`config.mk`:
```
export PLATFORM = sky130hd
export DESIGN_NAME = b09_tx_scheduler
export DESIGN_NICKNAME = d
export VERILOG_FILES = /design/src/rtl/b09_pkg.sv /design/src/rtl/rr_arbiter.sv /design/src/rtl/b09_tx_scheduler.sv
export SDC_FILE = /design/constraint.sdc
export NUM_CORES = 1
export LEC_CHECK = 0
export CAP_MARGIN = 10
export CORE_ASPECT_RATIO = 0.7
export CORE_MARGIN = 1
export CORE_UTILIZATION = 44
export DETAILED_ROUTE_END_ITERATION = 8
export PLACE_DENSITY_LB_ADDON = 0.15
export SYNTH_ARGS = -nofsm -noshare
export SYNTH_HDL_FRONTEND = slang
export SYNTH_SLANG_ARGS = --single-unit
```
`constraint.sdc`:
```
create_clock -name clock -period 3.3 [get_ports clock]
set_input_delay 0.495 -clock clock [delete_from_list [all_inputs] [get_ports clock]]
set_output_delay 0.495 -clock clock [all_outputs]
set_load 0.01 [all_outputs]
```
`src/rtl/b09_pkg.sv`:
```
//------------------------------------------------------------------------------
// Module   : b09_pkg
// Brief    : Shared types, line levels and round-robin pick for b09 TX scheduler
// Revision : 1.0
//------------------------------------------------------------------------------
`default_nettype none

package b09_pkg;

    typedef enum logic [1:0] {
        IDLE  = 2'd0,
        START = 2'd1,
        DATA  = 2'd2,
        GAP   = 2'd3
    } state_t;

    localparam logic FRAME_START_BIT = 1'b1;
    localparam logic IDLE_LEVEL      = 1'b0;
    localparam int   MAX_REQ         = 8;
    localparam int   PICK_IDX_W      = 3;

    // Returns {found, index}: first set bit of valid at or above ptr, wrapping at n.
    function automatic logic [PICK_IDX_W:0] rr_pick(
        input logic [MAX_REQ-1:0]    valid,
        input logic [PICK_IDX_W-1:0] ptr,
        input int unsigned           n
    );
        logic                  found;
        logic [PICK_IDX_W-1:0] idx;
        int unsigned           cand;
        found = 1'b0;
        idx   = '0;
        for (int unsigned i = 0; i < MAX_REQ; i++) begin
            cand = 32'(ptr) + i;
            if (cand >= n) cand = cand - n;
            if ((i < n) && !found && valid[cand[PICK_IDX_W-1:0]]) begin
                found = 1'b1;
                idx   = cand[PICK_IDX_W-1:0];
            end
        end
        return {found, idx};
    endfunction

endpackage

`default_nettype wire

```
`src/rtl/rr_arbiter.sv`:
```
//------------------------------------------------------------------------------
// Module   : rr_arbiter
// Brief    : Combinational round-robin arbiter, one-hot grant plus index
// Revision : 1.0
//------------------------------------------------------------------------------
`default_nettype none

module rr_arbiter
    import b09_pkg::*;
#(
    parameter int N_REQ = 4
) (
    input  logic [N_REQ-1:0]         req_valid,
    input  logic [$clog2(N_REQ)-1:0] rr_ptr,
    output logic [N_REQ-1:0]         grant,
    output logic [$clog2(N_REQ)-1:0] grant_idx,
    output logic                     any_grant
);

    localparam int ID_W = $clog2(N_REQ);

    logic [MAX_REQ-1:0]    w_valid_pad;
    logic [PICK_IDX_W-1:0] w_ptr_pad;
    logic [PICK_IDX_W:0]   w_pick;

    always_comb begin
        w_valid_pad              = '0;
        w_valid_pad[N_REQ-1:0]   = req_valid;
        w_ptr_pad                = '0;
        w_ptr_pad[ID_W-1:0]      = rr_ptr;
    end

    assign w_pick    = rr_pick(w_valid_pad, w_ptr_pad, N_REQ);
    assign any_grant = w_pick[PICK_IDX_W];
    assign grant_idx = w_pick[ID_W-1:0];

    for (genvar i = 0; i < N_REQ; i++) begin : g_grant
        assign grant[i] = w_pick[PICK_IDX_W] && (w_pick[PICK_IDX_W-1:0] == PICK_IDX_W'(i));
    end

endmodule

`default_nettype wire

```
`src/rtl/b09_tx_scheduler.sv`:
```
//------------------------------------------------------------------------------
// Module   : b09_tx_scheduler
// Brief    : Round-robin framer sharing one serial line among N_REQ producers
// Revision : 1.0
//------------------------------------------------------------------------------
`default_nettype none

module b09_tx_scheduler
    import b09_pkg::*;
#(
    parameter int N_REQ   = 4,
    parameter int DATA_W  = 8,
    parameter int GAP_CYC = 2
) (
    input  logic                      clock,
    input  logic                      reset,
    input  logic                      tx_en,
    input  logic [N_REQ-1:0]          req_valid,
    input  logic [N_REQ*DATA_W-1:0]   req_data,
    output logic [N_REQ-1:0]          req_ready,
    output logic                      ser_out,
    output logic                      busy,
    output logic [$clog2(N_REQ)-1:0]  grant_id,
    output logic                      frame_done
);

    localparam int ID_W  = $clog2(N_REQ);
    localparam int CNT_W = $clog2(DATA_W + 1);
    localparam int GAP_W = $clog2(GAP_CYC + 1);

    state_t             r_state;
    logic [ID_W-1:0]    r_rr_ptr;
    logic [DATA_W-1:0]  r_shift;
    logic [CNT_W-1:0]   r_bit_cnt;
    logic [GAP_W-1:0]   r_gap_cnt;

    logic [N_REQ-1:0]   w_grant;
    logic [ID_W-1:0]    w_grant_idx;
    logic               w_any;
    logic               w_accept;
    logic [DATA_W-1:0]  w_sel_word;

    rr_arbiter #(
        .N_REQ     (N_REQ)
    ) u_arb (
        .req_valid (req_valid),
        .rr_ptr    (r_rr_ptr),
        .grant     (w_grant),
        .grant_idx (w_grant_idx),
        .any_grant (w_any)
    );

    assign w_accept  = (r_state == IDLE) && tx_en && w_any && !reset;
    assign req_ready = w_accept ? w_grant : '0;

    always_comb begin
        w_sel_word = '0;
        for (int i = 0; i < N_REQ; i++) begin
            if (w_grant[i]) w_sel_word = req_data[i*DATA_W +: DATA_W];
        end
    end

    always_ff @(posedge clock) begin
        if (reset) begin
            r_state    <= IDLE;
            ser_out    <= IDLE_LEVEL;
            busy       <= 1'b0;
            grant_id   <= '0;
            frame_done <= 1'b0;
            r_rr_ptr   <= '0;
            r_shift    <= '0;
            r_bit_cnt  <= '0;
            r_gap_cnt  <= '0;
        end else begin
            frame_done <= 1'b0;
            case (r_state)
                IDLE: begin
                    if (w_accept) begin
                        r_shift  <= w_sel_word;
                        grant_id <= w_grant_idx;
                        r_rr_ptr <= (w_grant_idx == ID_W'(N_REQ - 1)) ? '0 : w_grant_idx + 1'b1;
                        ser_out  <= FRAME_START_BIT;
                        busy     <= 1'b1;
                        r_state  <= START;
                    end
                end
                START: begin
                    ser_out   <= r_shift[0];
                    r_shift   <= r_shift >> 1;
                    r_bit_cnt <= '0;
                    r_state   <= DATA;
                end
                DATA: begin
                    // The last data bit has been on the line for a cycle; open the gap.
                    if (r_bit_cnt == CNT_W'(DATA_W - 1)) begin
                        ser_out    <= IDLE_LEVEL;
                        frame_done <= 1'b1;
                        r_gap_cnt  <= '0;
                        r_state    <= GAP;
                    end else begin
                        ser_out   <= r_shift[0];
                        r_shift   <= r_shift >> 1;
                        r_bit_cnt <= r_bit_cnt + 1'b1;
                    end
                end
                GAP: begin
                    if (r_gap_cnt == GAP_W'(GAP_CYC - 1)) begin
                        busy    <= 1'b0;
                        r_state <= IDLE;
                    end else begin
                        r_gap_cnt <= r_gap_cnt + 1'b1;
                    end
                end
                default: begin
                    ser_out <= IDLE_LEVEL;
                    busy    <= 1'b0;
                    r_state <= IDLE;
                end
            endcase
        end
    end

endmodule

`default_nettype wire

```
======== After elaboration in Yosys (flattened, before gate mapping) ========
Cells that the tools add are included.
storage, ports and cells
  output and inout port bits .............. 9
  word-level logic and storage cells ...... 114
  input port bits ......................... 39
  register bits after elaboration ......... 23
cells by class
  reductions and logical operators ........ 28
  $lt $le $gt $ge ......................... 8
  $add $sub $neg .......................... 10
  mux-type cells .......................... 44
  equality and inequality tests ........... 14
  bitwise gates (word level) .............. 1
operators with widths
  operator                                                                               number
  32-bit by 3-bit greater-or-equal comparator with 1-bit output (second input constant)  3
  8-bit two-way mux                                                                      6
  3-bit two-way mux                                                                      8
  8-bit case mux with 3 select lines                                                     1
  3-bit by 4-bit less-than comparator with 1-bit output (second input constant)          4
  1-bit binary-select mux with 3-bit select                                              4
  1-bit two-way mux                                                                      12
  2-bit two-way mux                                                                      6
  3-bit AND reduction                                                                    4
  1-bit logical AND                                                                      10
  2-bit != test (second input constant)                                                  5
  3-bit subtractor (second input constant)                                               3
  4-bit two-way mux                                                                      2
  2-bit case mux with 4 select lines                                                     1
  4-bit case mux with 2 select lines                                                     1
  2-bit by 2-bit adder with 3-bit output (second input constant)                         2
  2-bit == test (second input constant)                                                  3
  3-bit by 2-bit == test with 1-bit output (second input constant)                       2
  2-bit AND reduction                                                                    3
  2-bit nonzero test                                                                     3
  2-bit by 1-bit adder with 2-bit output (second input constant)                         2
  4-bit by 1-bit adder with 4-bit output (second input constant)                         1
  2-bit by 1-bit == test with 1-bit output (second input constant)                       2
  4-bit by 3-bit == test with 1-bit output (second input constant)                       1
  other kinds (13)                                                                       16

======== Depth between registers and ports, before layout ========
  word-level depth ........................ 22
  gate-level depth with buffers ........... 16
  mapped depth without buffers ............ 13

======== Hierarchy ========
From an unflattened synthesis, not the netlist that was laid out.
unflattened totals
  cell total of the unflattened synthesis .. 211
  area, all modules ....................... 1,855.5 um^2
modules (own cells, without submodules)
  module            seq. area each (um^2)  area each (um^2)  cells each  times used
  b09_tx_scheduler  460.4                  1,457.6           167         1
  rr_arbiter        0.0                    397.9             44          1

======== Worst setup path before layout ========
Ideal clock, no wire load.
  kind .................................... reg-to-reg
  start ................................... register r_rr_ptr[0]
  end ..................................... register r_shift[4]
  path buffers ............................ 1
  setup slack ............................. 0.006 ns
  arrival time ............................ 3.206 ns
  required time ........................... 3.212 ns
  cell stages (with the launch flop) ...... 14
  library setup time ...................... 0.088 ns
  clock period less this slack ............ 3.294 ns
  cells stage by stage .................... dfxtp_1 -> buf_6 -> inv_1 -> ha_1 -> mux4_1 -> a21o_1 -> a22oi_1 -> inv_1 -> ha_1 -> nor2b_1 -> a221oi_1 -> a211o_1 -> a211o_1 -> a311oi_2
on the way
  word-level cells in the longest chain between the ends .. 22
  elaborated cells between the ends (all ways) .. 55
  those cells by class .................... add/sub: 7; order compare: 4; eq/ne: 4; mux: 26; reduce/logical: 14
ends and longest elaborated chain
  element                                                                                                                 RTL line                 text
  start, declared                                                                                                         b09_tx_scheduler.sv:32   logic [ID_W-1:0] r_rr_ptr;
  start signal, assigned                                                                                                  b09_tx_scheduler.sv:81   r_rr_ptr <= (w_grant_idx == ID_W'(N_REQ - 1)) ? '0 : w_grant_idx + 1'b1;
  parallel branches: the longest is 13 deep, another holds 32-bit by 3-bit greater-or-equal comparator with 1-bit output  --
  3-bit two-way mux (*)                                                                                                   b09_pkg.sv:36            if ((i < n) && !found && valid[cand[PICK_IDX_W-1:0]]) begin
  net u_arb.grant_idx[0]                                                                                                  rr_arbiter.sv:16         output logic [$clog2(N_REQ)-1:0] grant_idx,
  3-bit zero test                                                                                                         rr_arbiter.sv:38         assign grant[i] = w_pick[PICK_IDX_W] && (w_pick[PICK_IDX_W-1:0] == PICK_IDX_W'(i));
  1-bit logical AND                                                                                                       rr_arbiter.sv:38
  8-bit two-way mux (3 in series)                                                                                         b09_tx_scheduler.sv:59   if (w_grant[i]) w_sel_word = req_data[i*DATA_W +: DATA_W];
  8-bit two-way mux (*)                                                                                                   b09_tx_scheduler.sv:59
  8-bit two-way mux (*)                                                                                                   b09_tx_scheduler.sv:78   if (w_accept) begin
  8-bit case mux with 3 select lines (*)                                                                                  b09_tx_scheduler.sv:76   case (r_state)
  end signal, assigned                                                                                                    b09_tx_scheduler.sv:79   r_shift <= w_sel_word;
  end signal, assigned                                                                                                    b09_tx_scheduler.sv:89   r_shift <= r_shift >> 1;
  end signal, assigned                                                                                                    b09_tx_scheduler.sv:102  r_shift <= r_shift >> 1;
  end, declared                                                                                                           b09_tx_scheduler.sv:33   logic [DATA_W-1:0] r_shift;
Mark *: on every way through the listed nets, which the timed path passes. The select of a mux whose other input is x is not followed.
A chain may end at the register's enable or synchronous reset.

======== Final worst setup path ========
  start ................................... register r_rr_ptr[1]
  end ..................................... output req_ready[0]
on the way
  word-level cells in the longest chain between the ends .. 17
  elaborated cells between the ends (all ways) .. 42
  those cells by class .................... add/sub: 7; order compare: 4; mux: 21; reduce/logical: 10
ends and longest elaborated chain
  element                                                                                                                 RTL line                text
  parallel branches: the longest is 16 deep, another holds 32-bit by 3-bit greater-or-equal comparator with 1-bit output  --
  4-bit two-way mux (*)                                                                                                   b09_tx_scheduler.sv:54  assign req_ready = w_accept ? w_grant : '0;
  end, declared                                                                                                           b09_tx_scheduler.sv:20  output logic [N_REQ-1:0] req_ready,
Mark *: on every way between the ends. The select of a mux whose other input is x is not followed.

==> results.yml <==
outcome:
  run_status: "completed"
global_routing:
  grt_overflow: 0
  antenna_found_initial: 0
  grt_pass1_wl_mm: 8.02
  grt_usage_pct: 22.5
  grt_max_degree: 23
  grt_pass1_vias: 1753
placed_design:
  place.gp.congestion: 0.812
  post-place-ws_ns: -0.318
  hpwlAfterDp_mm: 3.54
  io_buffers: 47
floorplanning:
  die_h_um: 56.1
  rows: 19
  ios: 48
  dieArea_mm2: 0.00444
  start_util_pct: 46.3
  coreArea_mm2: 0.00397
  die_w_um: 79.3
timing:
  rsz0062_at_grt: "false"
  period_minus_slack_ns: 3.11
  setup_slack_ns: 0.187
  fin_crit_sh_pct: 94.3
  max_freq_mhz: 321
  finalSetupViolations: 0
  slew_viol_final: 0
  final_hold_viol_count: 0
  clock_skew_ns: 0.00843
  worst_slew_pin_slew_ns: 0.665
  holdWs_ns: 0.474
  max_slew_margin_pct: 55.6
layout:
  fin_util_pct: 63.3
  drive_above_1_share_pct: 13.0
  area_growth_pct: 36.8
  layout.nets: 339
  final_common_cell: "clkdlybuf4s50_1"
  diodes: 0
  layout_common_cells: "clkdlybuf4s50_1 (39), nand2_1 (28), dfxtp_1 (23), buf_4 (21), inv_1 (20)"
setup_path:
  start_kind: "flip-flop"
  crit_type: "flip-flop to output port"
  worstPathArrival_ns: 2.62
  worstPathRequired_ns: 2.80
  path_cells: "inv_1 > ha_4 > mux4_2 > o221ai_1 > a22oi_2 > buf_4 > ha_1 > and3_1 > dlygate4sd2_1"
  path_max_fanout: 6
  worst_path_max_delay_cell: "dfxtp_1"
  end_kind: "output port"
  slowest_delay_ns: 0.34
route:
  vias: 1888
  drt_iter0_drc: 108
  drtPass1Iterations: 4
  routedWlPerCell_um: 14.0
  drc: 0
  antenna_left: 0
  finalWirelength_mm: 4.73
  vias_per_cell: 5.60
clock_network:
  cts_sinks: 23
  ctsHtreeMaxLevel: 1
  path_clk_slew_ns: 0.09
  post_cts_buffers: 0
  tritoncts: "built"
  cts_buffers: 3
  root_buffer: "clkbuf_8"
  cts_max_path_buffers: 2
  clk_latency_ns: 0.27
pwr:
  ir_drop_mv: 0.344
  p_total_mw: 1.80
  power.static_leakage_nw: 1.08
  cellPowerDensity_mw_per_mm2: 714
yosys:
  postSynthNetCount: 280
  synth_cells: 227
  yosysSeqAreaShare_pct: 25.1
  synth_area_mm2: 0.00184
  async_flop_share_pct: 0
  synth_flop_cell: "dfxtp_1"
  synth_edf_count: 0
  synth.avg_cell_area_um2: 8.10
  synth_cell_types: 44
  ys_warn_count: 0
  ys_seq_elements: 23
flow_run:
  maxCapViolations: 0
worst_hold_path:
  hold_path.class: "flip-flop to flip-flop"
timing repair:
action	CTS	global route
setup endpoints to repair	7	9
resized for setup	6	8
hold buffers	0	0
pin swaps	1	1
cloned	0	0
endpoints found under the hold margin	0	0
power by group:
| part | internal [mW] | switching, mW |
|---|---|---|
| clock network | 0.0844 | 0.0919 |
| logic | 0.594 | 0.638 |
| registers | 0.348 | 0.0396 |
logic make-up (layout without fill, tap and decap cells):
family / after synthesis / count (layout) / synth area share [%]
AOI/OAI and AO/OA: 78 / 78 / 30.7
and+or+nand+nor: 72 / 72 / 19.3
buffers and inverters: 34 / 92 / 8.92
DFF: 23 / 23 / 25.1
adders and majority gates: 14 / 14 / 9.53
muxes: 6 / 6 / 6.47
critical path, delay by kind of cell, from the launching register on:
family / cells / cell delay, ns
and+or+nand+nor: 1 / 0.15
AOI/OAI and AO/OA: 2 / 0.42
adders and majority gates: 2 / 0.55
buffers and inverters: 3 / 0.56
muxes: 1 / 0.34
DFF: 1 / 0.34
cells in the mapped netlist, types with 2 or more instances:
master    number  area share, %
nand2_1       28            5.7
dfxtp_1       23             25
inv_1         20            4.1
a21oi_1       19            5.2
o21ai_0       15            4.1
ha_1          14            9.5
nor2_1        11            2.2
a211o_1       10            4.8
clkbuf_1       7            1.4
nand3_1        7            1.9
a221oi_1       6            2.9
a31oi_1        5            1.7
and3_1         5            1.7
buf_6          4            2.5
nor3_1         4            1.1
a22oi_1        3            1.2
nand4b_1       3            1.4
nor2b_1        3            1.0
nor4_1         3            1.0
a211oi_1       2           0.82
a221o_1        2            1.1
a221o_2        2            1.2
a311oi_1       2           0.95
and2_1         2           0.68
buf_2          2           0.54
mux4_1         2            2.9
mux4_2         2            2.5
nor3b_1        2           0.82
o211a_1        2            1.1
o21a_1         2           0.82
o31ai_1        2           0.82
per-layer routing:
| metal | global-route usage, % | up-vias | wire length (um) |
|---|---|---|---|
| met3 | 4.92 | 6 | 260 |
| met5 | 0 | - | 0 |
| met4 | 3.64 | 0 | 41 |
| li1 | - | 953 | - |
| met2 | 34.4 | 58 | 2000 |
| met1 | 32.7 | 871 | 2430 |
area by class of cell:
cell class              instances  area (um^2)
clock buffers                   3         41.3
clock inverters                 1         5.00
fillers                       361         1460
inverters                      20         75.1
multi-input cells             170         1230
flip-flops and latches         23          460
well taps                      52         65.1
repair buffers                 68          633
worst paths after layout:
check               from            to  slack [ns]  cells after the start
max          r_rr_ptr[1]  req_ready[0]        0.19                      9
min reg2reg   r_shift[7]    r_shift[6]        0.47                      2
max reg2reg  r_rr_ptr[0]    r_shift[5]        0.21                     13
min           r_shift[7]    r_shift[6]        0.47                      2
per-stage QoR:
step | std cells | setup TNS [ns] | cell area, um^2
floorplan | 227 | 0 | 1840
global placement | 333 | -1.19 | 2440
detailed placement | 333 | -2.33 | 2440
CTS | 337 | 0 | 2480
global route | 337 | 0 | 2510
finish | 337 | 0 | 2510
registers in the layout, indices dropped and copies added, names as in the netlist:
name        flops
r_rr_ptr        2
r_state         2
grant_id        2
busy            1
r_gap_cnt       2
r_shift         8
frame_done      1
ser_out         1
r_bit_cnt       4
No activity file was read; power rests on OpenSTA's default activity.
